## src/rtl/serv_irq_pkg.sv

```systemverilog
// Shared CSR selectors, write-source encodings, cause codes and bit positions
// for the serv machine-mode CSR/interrupt unit.
package serv_irq_pkg;

  typedef enum logic [1:0] {
    CSR_SOURCE_CSR = 2'd0,
    CSR_SOURCE_EXT = 2'd1,
    CSR_SOURCE_SET = 2'd2,
    CSR_SOURCE_CLR = 2'd3
  } csr_source_e;

  typedef enum logic [1:0] {
    CSR_SEL_MSTATUS = 2'd0,
    CSR_SEL_MIE     = 2'd1,
    CSR_SEL_MIP     = 2'd2,
    CSR_SEL_MCAUSE  = 2'd3
  } csr_sel_e;

  localparam logic [4:0] CAUSE_MSI       = 5'd3;
  localparam logic [4:0] CAUSE_MTI       = 5'd7;
  localparam logic [4:0] CAUSE_MEI       = 5'd11;
  localparam logic [4:0] CAUSE_PLAT_BASE = 5'd16;

  localparam logic [4:0] EXC_JUMP  = 5'd0;
  localparam logic [4:0] EXC_BREAK = 5'd3;
  localparam logic [4:0] EXC_LOAD  = 5'd4;
  localparam logic [4:0] EXC_STORE = 5'd6;
  localparam logic [4:0] EXC_ECALL = 5'd11;

  localparam int unsigned BIT_MIE  = 3;
  localparam int unsigned BIT_MPIE = 7;
  localparam int unsigned BIT_MSI  = 3;
  localparam int unsigned BIT_MTI  = 7;
  localparam int unsigned BIT_MEI  = 11;

  function automatic logic [4:0] exc_code(input logic e_op, input logic ebreak,
                                          input logic mem_op, input logic mem_cmd);
    if (mem_op)    return mem_cmd ? EXC_STORE : EXC_LOAD;
    else if (e_op) return ebreak ? EXC_BREAK : EXC_ECALL;
    else           return EXC_JUMP;
  endfunction

endpackage

```

## src/rtl/serv_irq_arb.sv

```systemverilog
// Interrupt pending logic: edge/level platform lines, mip assembly and
// fixed-priority selection of the highest enabled pending cause.
module serv_irq_arb
  import serv_irq_pkg::*;
#(
  parameter int unsigned NUM_IRQ  = 1,
  parameter logic [15:0] IRQ_EDGE = 16'h0000
) (
  input  logic                                 i_clk,
  input  logic                                 i_rst,
  input  logic                                 i_msip,
  input  logic                                 i_mtip,
  input  logic                                 i_meip,
  input  logic [(NUM_IRQ > 0 ? NUM_IRQ : 1)-1:0] i_irq,
  input  logic [31:0]                          i_mie,
  input  logic                                 i_clr,
  input  logic [4:0]                           i_clr_code,
  output logic [31:0]                          o_mip,
  output logic                                 o_any,
  output logic [4:0]                           o_code
);

  localparam int unsigned IW = (NUM_IRQ > 0) ? NUM_IRQ : 1;

  logic [IW-1:0] pend;
  logic [31:0]   en;

  if (NUM_IRQ > 0) begin : g_plat
    logic [IW-1:0] irq_q;
    logic [IW-1:0] pend_e;

    // A fresh rising edge wins over a same-cycle clear from the trap.
    always_ff @(posedge i_clk) begin
      if (i_rst) begin
        irq_q  <= '0;
        pend_e <= '0;
      end else begin
        irq_q <= i_irq;
        for (int unsigned k = 0; k < NUM_IRQ; k++) begin
          if (i_irq[k] & ~irq_q[k])
            pend_e[k] <= 1'b1;
          else if (i_clr && (i_clr_code == 5'(CAUSE_PLAT_BASE + k)))
            pend_e[k] <= 1'b0;
        end
      end
    end

    always_comb begin
      pend = '0;
      for (int unsigned k = 0; k < NUM_IRQ; k++)
        pend[k] = IRQ_EDGE[k] ? pend_e[k] : i_irq[k];
    end
  end else begin : g_noplat
    assign pend = '0;
  end

  always_comb begin
    o_mip          = '0;
    o_mip[BIT_MSI] = i_msip;
    o_mip[BIT_MTI] = i_mtip;
    o_mip[BIT_MEI] = i_meip;
    for (int unsigned k = 0; k < NUM_IRQ; k++)
      o_mip[16+k] = pend[k];
  end

  assign en    = o_mip & i_mie;
  assign o_any = |en;

  // Assign lowest priority first so the highest-priority hit lands last.
  always_comb begin
    o_code = '0;
    for (int unsigned k = NUM_IRQ; k > 0; k--)
      if (en[15+k]) o_code = 5'(15 + k);
    if (en[BIT_MTI]) o_code = CAUSE_MTI;
    if (en[BIT_MSI]) o_code = CAUSE_MSI;
    if (en[BIT_MEI]) o_code = CAUSE_MEI;
  end

endmodule

```

## src/rtl/serv_csr_irq.sv

```systemverilog
// Bit-serial machine-mode CSR/interrupt unit: mstatus, mie, mip, mcause,
// serial read/modify/write and interrupt acceptance towards the core.
module serv_csr_irq
  import serv_irq_pkg::*;
#(
  parameter int unsigned NUM_IRQ  = 1,
  parameter logic [15:0] IRQ_EDGE = 16'h0000
) (
  input  logic                                 i_clk,
  input  logic                                 i_rst,
  input  logic                                 i_en,
  input  logic [4:0]                           i_cnt,
  input  logic                                 i_cnt_done,
  input  logic                                 i_init,
  input  logic                                 i_trap,
  input  logic                                 i_mret,
  input  logic                                 i_e_op,
  input  logic                                 i_ebreak,
  input  logic                                 i_mem_op,
  input  logic                                 i_mem_cmd,
  input  logic [1:0]                           i_csr_sel,
  input  logic                                 i_csr_en,
  input  logic [1:0]                           i_csr_source,
  input  logic                                 i_csr_d,
  input  logic                                 i_msip,
  input  logic                                 i_mtip,
  input  logic                                 i_meip,
  input  logic [(NUM_IRQ > 0 ? NUM_IRQ : 1)-1:0] i_irq,
  output logic                                 o_csr_in,
  output logic                                 o_q,
  output logic                                 o_new_irq
);

  localparam logic [31:0] PLAT_MASK    = 32'(((64'd1 << NUM_IRQ) - 64'd1) << 16);
  localparam logic [31:0] MSTATUS_MASK = 32'h0000_0088;
  localparam logic [31:0] MIE_MASK     = 32'h0000_0888 | PLAT_MASK;
  localparam logic [31:0] MCAUSE_MASK  = 32'h8000_001F;

  logic [31:0] mstatus_q, mie_q, mcause_q, mip, csr_word;
  logic [4:0]  irq_code, sel_code;
  logic        irq_any, trap_done, csr_we;
  csr_sel_e    sel;
  csr_source_e src;

  assign sel       = csr_sel_e'(i_csr_sel);
  assign src       = csr_source_e'(i_csr_source);
  assign trap_done = i_trap & i_cnt_done;
  assign csr_we    = i_csr_en & i_en & ~i_trap;

  serv_irq_arb #(
    .NUM_IRQ  (NUM_IRQ),
    .IRQ_EDGE (IRQ_EDGE)
  ) u_arb (
    .i_clk      (i_clk),
    .i_rst      (i_rst),
    .i_msip     (i_msip),
    .i_mtip     (i_mtip),
    .i_meip     (i_meip),
    .i_irq      (i_irq),
    .i_mie      (mie_q),
    .i_clr      (trap_done & o_new_irq),
    .i_clr_code (irq_code),
    .o_mip      (mip),
    .o_any      (irq_any),
    .o_code     (sel_code)
  );

  always_comb begin
    case (sel)
      CSR_SEL_MSTATUS: csr_word = mstatus_q;
      CSR_SEL_MIE:     csr_word = mie_q;
      CSR_SEL_MIP:     csr_word = mip;
      default:         csr_word = mcause_q;
    endcase
    o_q = csr_word[i_cnt];
    case (src)
      CSR_SOURCE_EXT: o_csr_in = i_csr_d;
      CSR_SOURCE_SET: o_csr_in = o_q | i_csr_d;
      CSR_SOURCE_CLR: o_csr_in = o_q & ~i_csr_d;
      default:        o_csr_in = o_q;
    endcase
  end

  // Unimplemented bits are held at zero by masking every serial write.
  always_ff @(posedge i_clk) begin
    if (i_rst) begin
      mstatus_q <= '0;
      mie_q     <= '0;
      mcause_q  <= '0;
      irq_code  <= '0;
      o_new_irq <= 1'b0;
    end else begin
      if (csr_we) begin
        case (sel)
          CSR_SEL_MSTATUS: mstatus_q[i_cnt] <= o_csr_in & MSTATUS_MASK[i_cnt];
          CSR_SEL_MIE:     mie_q[i_cnt]     <= o_csr_in & MIE_MASK[i_cnt];
          CSR_SEL_MCAUSE:  mcause_q[i_cnt]  <= o_csr_in & MCAUSE_MASK[i_cnt];
          default: ;
        endcase
      end
      if (trap_done) begin
        mstatus_q[BIT_MPIE] <= mstatus_q[BIT_MIE];
        mstatus_q[BIT_MIE]  <= 1'b0;
        mcause_q  <= {o_new_irq, 26'd0,
                      o_new_irq ? irq_code : exc_code(i_e_op, i_ebreak, i_mem_op, i_mem_cmd)};
        o_new_irq <= 1'b0;
      end else begin
        if (i_mret & i_cnt_done) begin
          mstatus_q[BIT_MIE]  <= mstatus_q[BIT_MPIE];
          mstatus_q[BIT_MPIE] <= 1'b1;
        end
        if (i_cnt_done & ~i_init & ~o_new_irq & mstatus_q[BIT_MIE] & irq_any) begin
          o_new_irq <= 1'b1;
          irq_code  <= sel_code;
        end
      end
    end
  end

endmodule

```

## config.mk

```make
export PLATFORM = sky130hd
export DESIGN_NAME = serv_csr_irq
export DESIGN_NICKNAME = d
export VERILOG_FILES = /design/src/rtl/serv_irq_pkg.sv /design/src/rtl/serv_irq_arb.sv /design/src/rtl/serv_csr_irq.sv
export SDC_FILE = /design/constraint.sdc
export NUM_CORES = 1
export LEC_CHECK = 0
export ABC_AREA = 1
export CAP_MARGIN = 20
export CORE_ASPECT_RATIO = 0.7
export CORE_MARGIN = 8
export CORE_UTILIZATION = 45
export CTS_CLUSTER_DIAMETER = 50
export DETAILED_ROUTE_END_ITERATION = 7
export PLACE_DENSITY = 0.65
export REMOVE_ABC_BUFFERS = 1
export SLEW_MARGIN = 40
export SYNTH_ARGS = -nofsm -noshare
export SYNTH_HDL_FRONTEND = slang
export SYNTH_SLANG_ARGS = --single-unit
export TNS_END_PERCENT = 10
```

## constraint.sdc

```tcl
create_clock -name i_clk -period 2.5 [get_ports i_clk]
set_input_delay 0.5 -clock i_clk [delete_from_list [all_inputs] [get_ports i_clk]]
set_output_delay 0.5 -clock i_clk [all_outputs]
set_load 0.05 [all_outputs]
```

[Word level (Yosys, flattened, before mapping)]
Memories as Yosys holds them, arrays and structs flattened.
Cells that the tools add are included.
Storage, ports and cells
  register bits: 102
  bits in latches: 0
  RAM bits: 0
  ROM bits: 96
  output and inout port bits: 3
  word-level logic and storage cells: 84
  memories kept: 3
Operators by class
  add/subtract/negate cells: 0
  multipliers: 0
  div/mod/pow operators: 0
  $lt $le $gt $ge: 2
  equality and inequality tests: 6
  shift operators: 0
  multiplexer cells: 29
  bitwise gates (word level): 19
  reduce and logical (&&, ||, !) cells: 17
Memory list
  (no name shown): words 32, width 1, rd ports 1, clocked after memory_dff 0, write ports 0, line serv_csr_irq.sv:97  | CSR_SEL_MCAUSE: mcause_q[i_cnt] <= o_csr_in & MCAUSE_MASK[i_cnt];
  (no name shown): words 32, width 1, rd ports 1, clocked after memory_dff 0, write ports 0, line serv_csr_irq.sv:96  | CSR_SEL_MIE: mie_q[i_cnt] <= o_csr_in & MIE_MASK[i_cnt];
  (no name shown): words 32, width 1, rd ports 1, clocked after memory_dff 0, write ports 0, line serv_csr_irq.sv:95  | CSR_SEL_MSTATUS: mstatus_q[i_cnt] <= o_csr_in & MSTATUS_MASK[i_cnt];
Operator list (number)
  32-bit bitwise mux: 3
  32-bit 2-to-1 mux: 3
  32-bit case mux with 3 select lines: 1
  17-bit by 32-bit AND with 32-bit output: 1
  32-bit OR reduction: 1
  5-bit 2-to-1 mux: 5
  8-bit 2-to-1 mux: 2
  2-bit AND reduction: 7
  1-bit AND: 12
  4-bit 2-to-1 mux: 3
  2-bit == test (second input constant): 4
  1-bit 2-to-1 mux: 8
  2-bit nonzero test: 4
  5-bit by 6-bit less-than comparator with 1-bit output (second input constant): 1
  3-bit nonzero test: 2
  1-bit binary-select mux with 5-bit select: 1
  1-bit demux with 5-bit select: 1
  5-bit by 1-bit >= comparator with 1-bit output (second input constant): 1
  1-bit inverter: 5
  2-bit by 1-bit == test with 1-bit output (second input constant): 2
  1-bit case mux with 3 select lines: 1
  2-bit logical NOT: 1
  2-bit 2-to-1 mux: 1
  2-bit OR reduction: 1
  other kinds (2): 2

[Longest topological paths before layout]
Gate-level depths: netlist of the first run.
  word-level depth: 12
  depth in mapped cells: 19
  gate-level depth less buffers: 17

[Cells and area by module]
From an unflattened synthesis of the first run, not the netlist that was laid out.
Unflattened totals
  cells, all modules: 789
  area, all modules: 5142.4 um^2
Modules (own cells, without submodules)
  serv_csr_irq: times used 1, cells an instance 745, area each 4834.6 um^2, sequential area each 2042.0 um^2
  serv_irq_arb: times used 1, cells an instance 44, area each 307.8 um^2, sequential area each 0.0 um^2

[Worst setup path before layout of the first run]
Ideal clock, no wire load.
  path kind: in2out
  start: input i_csr_sel[0]
  end: output o_csr_in
  data arrival time: 1702 ps
  slack: 298 ps
  stages: 14
  path buffers: 2
  cell sequence: buf_6 nand2_4 inv_2 buf_6 nand2_1 nand3_1 nand2_1 nand2_1 o21ai_0 nand2_1 nor2_2 nand3_2 nand2_1 inv_2
Between the ends
  word-level cells in the longest chain between the ends: 6
Ends and longest elaborated chain
  from (decl): line serv_csr_irq.sv:21  | input logic [1:0] i_csr_sel,
  2-bit == test, or another cell as far along: line serv_csr_irq.sv:69  | case (sel)
  32-bit case mux with 3 select lines (*): line serv_csr_irq.sv:69
  1-bit binary-select mux with 5-bit select (*): line serv_csr_irq.sv:75  | o_q = csr_word[i_cnt];
  1-bit 2-to-1 mux (implied by the code) (*): line serv_csr_irq.sv:75
  1-bit AND or 1-bit OR (tied branches): line serv_csr_irq.sv:79, serv_csr_irq.sv:78
  1-bit case mux with 3 select lines (*): line serv_csr_irq.sv:76  | case (src)
  to (decl): line serv_csr_irq.sv:29  | output logic o_csr_in,
Mark *: on every way between the ends. The rest lies on a longest branch, timed or not. The select of a mux whose other input is x is not followed.

[Worst setup path in the final report of the first run]
Ends and elaborated chain as after synthesis.

==> results of run 1 <==
==> flip-flops by register name (all words and copies together) (netlist names) <==
signal,flops
irq_code,4
mcause_q,32
mstatus_q,32
o_new_irq,1
mie_q,32
==> area by class of cell <==
| type | instances | area [um2] | area share [%] |
|---|---|---|---|
| Multi-Input combinational cell | 517 | 2370 | 40.2 |
| Tap cell | 132 | 165 | 2.81 |
| Clock inverter | 7 | 104 | 1.76 |
| Clock buffer | 9 | 225 | 3.83 |
| Inverter | 30 | 123 | 2.08 |
| Timing Repair Buffer | 90 | 881 | 15.0 |
| Sequential cell | 101 | 2020 | 34.4 |
==> cells by family (layout without fill, tap and decap cells) <==
logic type,count (synthesis),after routing,synth area share (%)
AO/OA/AOI/OAI,131,131,14.5
buffers and inverters,68,136,7.39
flip-flops,101,101,43.3
AND/OR/NAND/NOR,386,386,34.8
==> repair_timing <==
item / CTS / global route
resized for setup: 43 / 8
buffers inserted: 3 / 1
setup endpoints to repair: 2 / 2
endpoints found under the hold margin: 0 / 0
pin swaps: 14 / 7
cloned: 1 / 0
==> cell usage after synthesis, types with 2 or more instances <==
library cell / number
nand2_1: 167
nor2_1: 122
dfxtp_1: 101
o21ai_0: 100
nand3_1: 78
inv_1: 25
clkbuf_1: 19
a21oi_1: 15
buf_6: 9
buf_2: 6
o21ai_1: 6
inv_2: 5
nor3_1: 5
buf_4: 4
nand4_1: 4
nor2_2: 4
a211oi_1: 2
a31oi_1: 2
o211ai_1: 2
o21a_1: 2
==> worst register-to-register path: stages (launching register included) <==
cell      delay [ps]
dfxtp_1          340
nand2_1           80
nand3_1           70
nand2_1           70
nand2_1           60
o21ai_2          140
nand2_1           90
nor2_2           150
nand3_2          110
nand2_2           90
inv_2             50
buf_4            120
buf_4            120
nand3b_2         120
a21oi_1           90
==> layer usage <==
layer	track usage (%)	up-vias	part of all wire (%)
li1	-	2381	-
met1	28.7	2227	47
met2	32.8	158	46
met3	4.26	10	6.4
met4	5.10	0	0.79
met5	0	-	0
==> power by group through the flow <==
stage / registers, mW / logic (mW) / clock network (mW)
floorplan: 1.65 / 0.111 / 0
global placement: 1.66 / 0.335 / 0
detailed placement: 1.66 / 0.336 / 0
CTS: 1.62 / 0.356 / 1.57
global route: 1.62 / 0.387 / 1.63
finish: 1.62 / 0.361 / 1.54
==> path summary, 6_finish.rpt <==
kind | from | to | slack (ps) | cells after the start
max | i_csr_sel[0] | o_csr_in | -20 | 15
min | mcause_q[17] | mcause_q[17] | 450 | 2
max reg2reg | mstatus_q[3] | mie_q[7] | 690 | 14
min reg2reg | mcause_q[17] | mcause_q[17] | 450 | 2
==> flow_summary.json, run 1 <==
{
  "status": "finished, violations left",
  "violations": "negative setup slack",
  "cts_sinks": 101,
  "final_common_cell": "nand2_1",
  "std_cell_rows": 31,
  "initial_core_util_pct": 45.6,
  "synthFlopType": "dfxtp_1",
  "intPower_mw": 2.65,
  "critPathLaunchType": "input port",
  "grtUsageTotal_pct": 20.9,
  "critical-path-max-stage-delay_ps": 160,
  "synthArstFlopShare_pct": 0,
  "grt-ovfl-total": 0,
  "syn_area_per_cell_um2": 6.81,
  "yosys.area.top_type": "dfxtp_1",
  "grt_max_degree": 67,
  "skew_ps": 8.17,
  "place_area_um2": 5410,
  "cp_common_cell": "nand2_1",
  "finalSetupViolCount": 1,
  "seq_area_frac_synth_pct": 43.3,
  "dieArea_um2": 14000,
  "final_util_pct": 57.5,
  "final_cell_area_um2": 5890,
  "period_minus_slack_ps": 2520,
  "h-tree-depth": 3,
  "power_mw": 3.52,
  "clk_latency_ps": 350,
  "final_cell_mix": "nand2_1, nor2_1, dfxtp_1",
  "critPathCaptureType": "output pin",
  "critical_path_class": "input port to output pin",
  "wl_um": 13800,
  "synthToLayoutAreaGrowth_pct": 26.0,
  "place_inst": 865,
  "worst_pin_slew_ps": 724,
  "synth_seq_cells": 101,
  "crit_chain": "buf_2 > buf_12 > nor2_8 > buf_12 > nand2_1 > nand3_1 > nand2_1 > nand2_1 > o21ai_2 > nand2_1 > nor2_2 > nand3_2 > nand2_2 > inv_2 > buf_8",
  "slew-limit-headroom_pct": 51.7,
  "required_ps": 2000,
  "cp_data_arrival_time_ps": 2020,
  "synth_top_area_share_pct": 43.3,
  "rsz0062_at_grt": "true",
  "sequentialPowerShare_pct": 46.0,
  "cts_tree": "done",
  "power_switching_share_pct": 24.5,
  "grt_first_pass_wirelength_um": 23100,
  "netSwitchingPower_mw": 0.862,
  "clockPowerShare_pct": 43.7,
  "portBuffers": 28,
  "max_clock_freq_ghz": 0.397,
  "max_cap_viol_count": 0,
  "die_h_um": 101,
  "antenna_found_initial": 0,
  "p_leak_nw": 2.44,
  "route.vias.total": 4776,
  "drv_slew": 0,
  "syn_inst": 686,
  "diodes": 0,
  "clk_pin_slew_ps": 70,
  "gp_congestion": 0.896,
  "p_per_area_nw_per_um2": 597,
  "hold_viol": 0,
  "ys_top_cells_by_area": "dfxtp_1, nand2_1, o21ai_0",
  "cp_top_family": "simple AND/OR/NAND/NOR gates",
  "dpl.hpwl_um": 9540,
  "ys_warn_count": 0,
  "synth_edf_count": 0,
  "routed_via_density": 5.39,
  "die_x_um": 138,
  "setup_tns_ps": -17.7,
  "netlist_area_um2": 4670,
  "cts_buffer_depth": 2,
  "ir_drop_mv": 0.334,
  "route.detailed.drc": 0,
  "holdWs_ps": 451,
  "layout_setup_ws_ps": -17.7,
  "nFillCells": 951,
  "nNetsFinal": 775,
  "hp-class": "flip-flop to flip-flop",
  "cts_hold_buf": 0,
  "worstPathBufferInverterCount": 5,
  "dp_slack_ps": -523,
  "io_pins": 29,
  "coreArea_um2": 10200,
  "cpMaxStageDelayCell": "buf_12",
  "postRouteAntennaNets": 0,
  "drtPass1Iterations": 5,
  "layout.cells.non_filler": 886,
  "numCtsBuffers": 9,
  "routedWlPerCell_um": 15.6,
  "cp_max_fo": 18,
  "cts-root-buf": "clkbuf_16",
  "fin_crit_sh_pct": 101,
  "grt_pass1_vias": 4578,
  "drt_iter0_drc": 490,
  "power_frac_comb_pct": 10.3,
  "drive_gt1_share_pct": 15.6,
  "synth.distinct_cells": 28
}
(Power assumes the default switching activity.)
==> inputs of run 2 (changes only) <==
--- a/config.mk
+++ b/config.mk
@@ -8,7 +8,6 @@
 export ABC_AREA = 1
 export CAP_MARGIN = 20
 export CORE_ASPECT_RATIO = 0.7
-export CORE_MARGIN = 8
 export CORE_UTILIZATION = 45
 export CTS_CLUSTER_DIAMETER = 50
 export DETAILED_ROUTE_END_ITERATION = 7
==> flow_summary.json, run 2 (synthesis results as in run 1) <==
{
  "status": "finished, violations left",
  "violations": "negative setup slack",
  "initial_core_util_pct": 47.3,
  "skew_ps": 7.92,
  "cts_sinks": 101,
  "drv_slew": 0,
  "grt-ovfl-total": 0,
  "min_from": "mcause_q[13]",
  "io_pins": 29,
  "numCtsBuffers": 9,
  "die_x_um": 124,
  "nNetsFinal": 787,
  "finalSetupViolCount": 1,
  "final_cell_mix": "nand2_1, nor2_1, dfxtp_1",
  "p_per_area_nw_per_um2": 578,
  "cts_buffer_depth": 2,
  "cts_tree": "done",
  "r2r-end": "mcause_q[2]",
  "cp_data_arrival_time_ps": 2010,
  "drt_iter0_drc": 484,
  "drive_gt1_share_pct": 20.1,
  "routedWlPerCell_um": 17.0,
  "cts-root-buf": "clkbuf_16",
  "die_h_um": 87.3,
  "antenna_found_initial": 0,
  "rsz0062_at_grt": "true",
  "critPathCaptureType": "output pin",
  "gp_congestion": 0.896,
  "hold_viol": 0,
  "hold_depth": 2,
  "final_common_cell": "nand2_1",
  "synthToLayoutAreaGrowth_pct": 31.6,
  "diodes": 0,
  "grt_first_pass_wirelength_um": 24000,
  "grtUsageTotal_pct": 29.2,
  "ir_drop_mv": 0.433,
  "holdWs_ps": 451,
  "max_clock_freq_ghz": 0.398,
  "top_regs": "mcause_q x32, mie_q x32, mstatus_q x32",
  "critical_path_class": "input port to output pin",
  "cp_common_cell": "nand2_1",
  "worst_pin_slew_ps": 711,
  "dpl.hpwl_um": 9840,
  "ff2ff_setup_slack_ps": 330,
  "critPathLaunchType": "input port",
  "cp_max_fo": 7,
  "route.detailed.drc": 0,
  "grt_max_degree": 67,
  "h-tree-depth": 3,
  "postRouteAntennaNets": 0,
  "clk_pin_slew_ps": 70,
  "hp-class": "flip-flop to flip-flop",
  "crit_chain": "buf_12 > buf_6 > inv_4 > nor2_4 > clkbuf_16 > nand2_1 > nand3_1 > nand2_1 > nand2_1 > o21ai_1 > nand2_1 > nor2_2 > nand3_2 > nand2_2 > inv_2 > buf_8",
  "route.vias.total": 5028,
  "place_area_um2": 5390,
  "coreArea_um2": 9870,
  "cts_hold_buf": 0,
  "r2r_start": "mie_q[3]",
  "std_cell_rows": 30,
  "clk_latency_ps": 350,
  "worstHoldEndpoint": "mcause_q[13]",
  "slew-limit-headroom_pct": 52.6,
  "portBuffers": 28,
  "cpMaxStageDelayCell": "clkbuf_16",
  "power_mw": 3.56,
  "critPathLaunch": "i_csr_sel[0]",
  "grt_pass1_vias": 4823,
  "max_cap_viol_count": 0,
  "routed_via_density": 5.62,
  "required_ps": 2000,
  "setup_tns_ps": -14.8,
  "fin_crit_sh_pct": 101,
  "wl_um": 15200,
  "p_leak_nw": 2.61,
  "period_minus_slack_ps": 2510,
  "reg2reg_depth": 15,
  "drtPass1Iterations": 5,
  "critical-path-max-stage-delay_ps": 150,
  "layout_setup_ws_ps": -14.8,
  "dieArea_um2": 10800,
  "final_cell_area_um2": 6150
}
==> run 2: cell types whose count changed in the layout (fill, tap and decap cells not counted), sizes merged <==
| cell | delta |
|---|---|
| clkinv | +2 |
| clkinvlp | -2 |
| dlygate4sd2 | -1 |
| buf | +11 |
| dlymetal6s2s | -1 |
| inv | -1 |
| clkdlybuf4s15 | -1 |
| clkbuf | +5 |
==> run 2: metal layers <==
metal	track usage [%]	wire (um)	vias up
met5	0	0	-
met4	8.21	189	0
met3	5.24	1240	17
met2	45.9	6810	216
met1	40.8	6950	2395
li1	-	-	2400
==> run 2: timing repair <==
item                                   CTS  global route
setup buffers                           11             4
gates cloned                             2             2
pin swaps                               24            25
setup endpoints to repair                9             2
resized for setup                       53            45
endpoints found under the hold margin    0             0
==> run 2: worst max path at each step <==
stage	endpoint	slack [ps]	cells after the start
2_1_floorplan	o_csr_in	110	10
3_3_place_gp	o_csr_in	-580	15
3_5_place_dp	o_csr_in	-590	15
4_1_cts	o_csr_in	7	13
5_1_grt	o_csr_in	-80	16
6_report	o_csr_in	-10	16
==> run 2: stage by stage <==
stage / utilization, % / instances / setup WS [ps]
after floorplan: - / 648 / 114
after global placement: 54.6 / 861 / -579
after detailed placement: 54.6 / 861 / -592
after CTS: 60.0 / 888 / 6.80
after global routing: 62.3 / 894 / -80.1
final: 62.3 / 894 / -14.8
==> run 2: area by class of cell <==
| class | count | area [um2] |
|---|---|---|
| clock buffers | 10 | 229 |
| clock inverters | 6 | 95.1 |
| fillers | 866 | 3720 |
| inverters | 30 | 125 |
| multi-input cells | 517 | 2470 |
| flip-flops and latches | 101 | 2020 |
| well taps | 128 | 160 |
| repair buffers | 102 | 1050 |
==> run 2: report_power, final <==
group,leakage [nW],internal [mW],switching [mW]
Sequential,0.814,1.61,0.00430
Clock,0.158,0.889,0.636
Combinational,1.64,0.178,0.236
==> run 2: critical path, delay by kind of cell <==
kind / cells / cell delay [ps]
and+or+nand+nor: 9 / 730
buffers and inverters: 6 / 640
AOI/OAI and AO/OA: 1 / 130
==> inputs of run 3 (changes only) <==
--- a/config.mk
+++ b/config.mk
@@ -8,11 +8,13 @@
 export ABC_AREA = 1
 export CAP_MARGIN = 20
 export CORE_ASPECT_RATIO = 0.7
+export CORE_MARGIN = 2
 export CORE_UTILIZATION = 45
 export CTS_CLUSTER_DIAMETER = 50
 export DETAILED_ROUTE_END_ITERATION = 7
 export PLACE_DENSITY = 0.65
 export REMOVE_ABC_BUFFERS = 1
+export SKIP_CTS_REPAIR_TIMING = 1
 export SLEW_MARGIN = 40
 export SYNTH_ARGS = -nofsm -noshare
 export SYNTH_HDL_FRONTEND = slang
==> flow_summary.json, run 3 (synthesis results as in run 1) <==
{
  "cts_tree": "done",
  "ff2ff_setup_slack_ps": 660,
  "die_x_um": 126,
  "cp_max_fo": 12,
  "portBuffers": 28,
  "violations": "negative setup slack",
  "intPower_mw": 2.67,
  "place_area_um2": 5400,
  "power_switching_share_pct": 23.9,
  "fin_crit_sh_pct": 103,
  "drv_slew": 0,
  "power_mw": 3.51,
  "rsz0062_at_grt": "true",
  "holdWs_ps": 449,
  "initial_core_util_pct": 45.6,
  "sequentialPowerShare_pct": 46.1,
  "netSwitchingPower_mw": 0.839,
  "gr-usage-met2_pct": 39.2,
  "cts_buffer_depth": 2,
  "hp-class": "flip-flop to flip-flop",
  "io_pins": 29,
  "std_cell_rows": 31,
  "grt_first_pass_wirelength_um": 22400,
  "finalSetupViolCount": 2,
  "coreArea_um2": 10200,
  "routedWlPerCell_um": 15.8,
  "diodes": 0,
  "slew-limit-headroom_pct": 50.7,
  "clk_latency_ps": 350,
  "multi_input_area_um2": 2390,
  "busiest_layer": "met2",
  "drt_iter0_drc": 428,
  "reg2reg_depth": 12,
  "nNetsFinal": 771,
  "layout_setup_ws_ps": -68.1,
  "power_frac_comb_pct": 10.5,
  "cts-root-buf": "clkbuf_16",
  "critPathCaptureType": "output pin",
  "final_cell_mix": "nand2_1, nor2_1, dfxtp_1",
  "cts_sinks": 101,
  "dieArea_um2": 11200,
  "gp_congestion": 0.892,
  "critPathLaunchType": "input port",
  "routed_via_density": 5.46,
  "critical_path_class": "input port to output pin",
  "h-tree-depth": 3,
  "required_ps": 2000,
  "r2r_start": "mcause_q[16]",
  "grt-ovfl-total": 0,
  "grt_max_degree": 67,
  "grt_pass1_vias": 4437,
  "drive_gt1_share_pct": 15.2,
  "worst_pin_slew_ps": 739,
  "route.detailed.drc": 0,
  "met1_usage_pct": 36.1,
  "top_regs": "mcause_q x32, mie_q x32, mstatus_q x32",
  "grtUsageTotal_pct": 25.3,
  "wl_um": 13900,
  "skew_ps": 6.24,
  "cp_data_arrival_time_ps": 2070,
  "ir_drop_mv": 0.359,
  "final_common_cell": "nand2_1",
  "drtPass1Iterations": 6,
  "route.vias.total": 4814,
  "status": "finished, violations left",
  "min_from": "mstatus_q[5]",
  "max_cap_viol_count": 0,
  "nFillCells": 963,
  "numCtsBuffers": 9,
  "synthToLayoutAreaGrowth_pct": 26.8,
  "max_clock_freq_ghz": 0.389,
  "hold_viol": 0,
  "dpl.hpwl_um": 9230,
  "postRouteAntennaNets": 0,
  "final_cell_area_um2": 5920,
  "p_leak_nw": 2.47,
  "p_per_area_nw_per_um2": 593,
  "period_minus_slack_ps": 2570,
  "antenna_found_initial": 0,
  "clk_pin_slew_ps": 60,
  "worstHoldEndpoint": "mstatus_q[5]",
  "r2r-end": "mcause_q[2]",
  "ff_latch_area_um2": 2020,
  "die_h_um": 89.3,
  "clockPowerShare_pct": 43.4,
  "hold_depth": 2,
  "grtUsageMet3_pct": 4.91
}
## run 3: cell count changes in the layout (fill, tap and decap cells not counted), sizes merged
cell,before,now
dlymetal6s2s,0,7
dlygate4sd2,6,0
clkinv,2,1
inv,32,30
clkbuf,14,12
clkdlybuf4s50,14,16
clkinvlp,0,2
buf,78,62
## run 3: per-stage QoR
stage	TNS (ps)	instances	worst slack [ps]	util, %
6_report	-75.4	882	-68.1	57.8
5_1_grt	-249	882	-151	57.8
4_1_cts	-1080	878	-573	55.9
3_5_place_dp	-4690	862	-570	52.7
3_3_place_gp	-3740	862	-504	52.7
2_1_floorplan	0	648	114	-
## run 3: worst max-delay path, stage by stage
cell and delay (ps):
buf_4 130, buf_12 140, inv_2 50, nor2_2 40, buf_12 150, nand2_1 60
nand3_1 60, nand2_1 110, nand3_2 100, nor2_2 140, nor2_2 60, nor2_2 130
nand3_2 120, nand2_4 100, inv_4 40, buf_8 140
## run 3: power groups by stage
stage | Sequential, mW | Combinational (mW) | Clock (mW)
after floorplan | 1.65 | 0.111 | 0
after global placement | 1.65 | 0.332 | 0
after detailed placement | 1.65 | 0.335 | 0
after CTS | 1.62 | 0.336 | 1.54
after global routing | 1.62 | 0.396 | 1.60
final | 1.62 | 0.369 | 1.53
## run 3: final cells by class
type	instances	share of cell area (%)
inverter	30	2.13
multi-input combinational	517	40.4
timing repair buffer	86	15.1
clock inverter	5	1.37
clock buffer	11	4.10
sequential	101	34.1
tap	132	2.79
## run 3: worst max-delay path by stage
stage,startpoint,to,slack [ps],cells after the start
5_1_grt,i_csr_sel[0],o_csr_in,-150,16
4_1_cts,i_csr_sel[1],o_csr_in,-570,14
3_3_place_gp,i_csr_sel[1],o_csr_in,-500,14
2_1_floorplan,i_cnt[1],o_csr_in,110,10
6_report,i_csr_sel[0],o_csr_in,-70,16
3_5_place_dp,i_csr_sel[1],o_csr_in,-570,14
## run 3: layer usage
metal / routed length, um / vias to the layer above
met4: 235 / 0
met2: 6100 / 174
li1: - / 2365
met5: 0 / -
met1: 6540 / 2252
met3: 1030 / 23
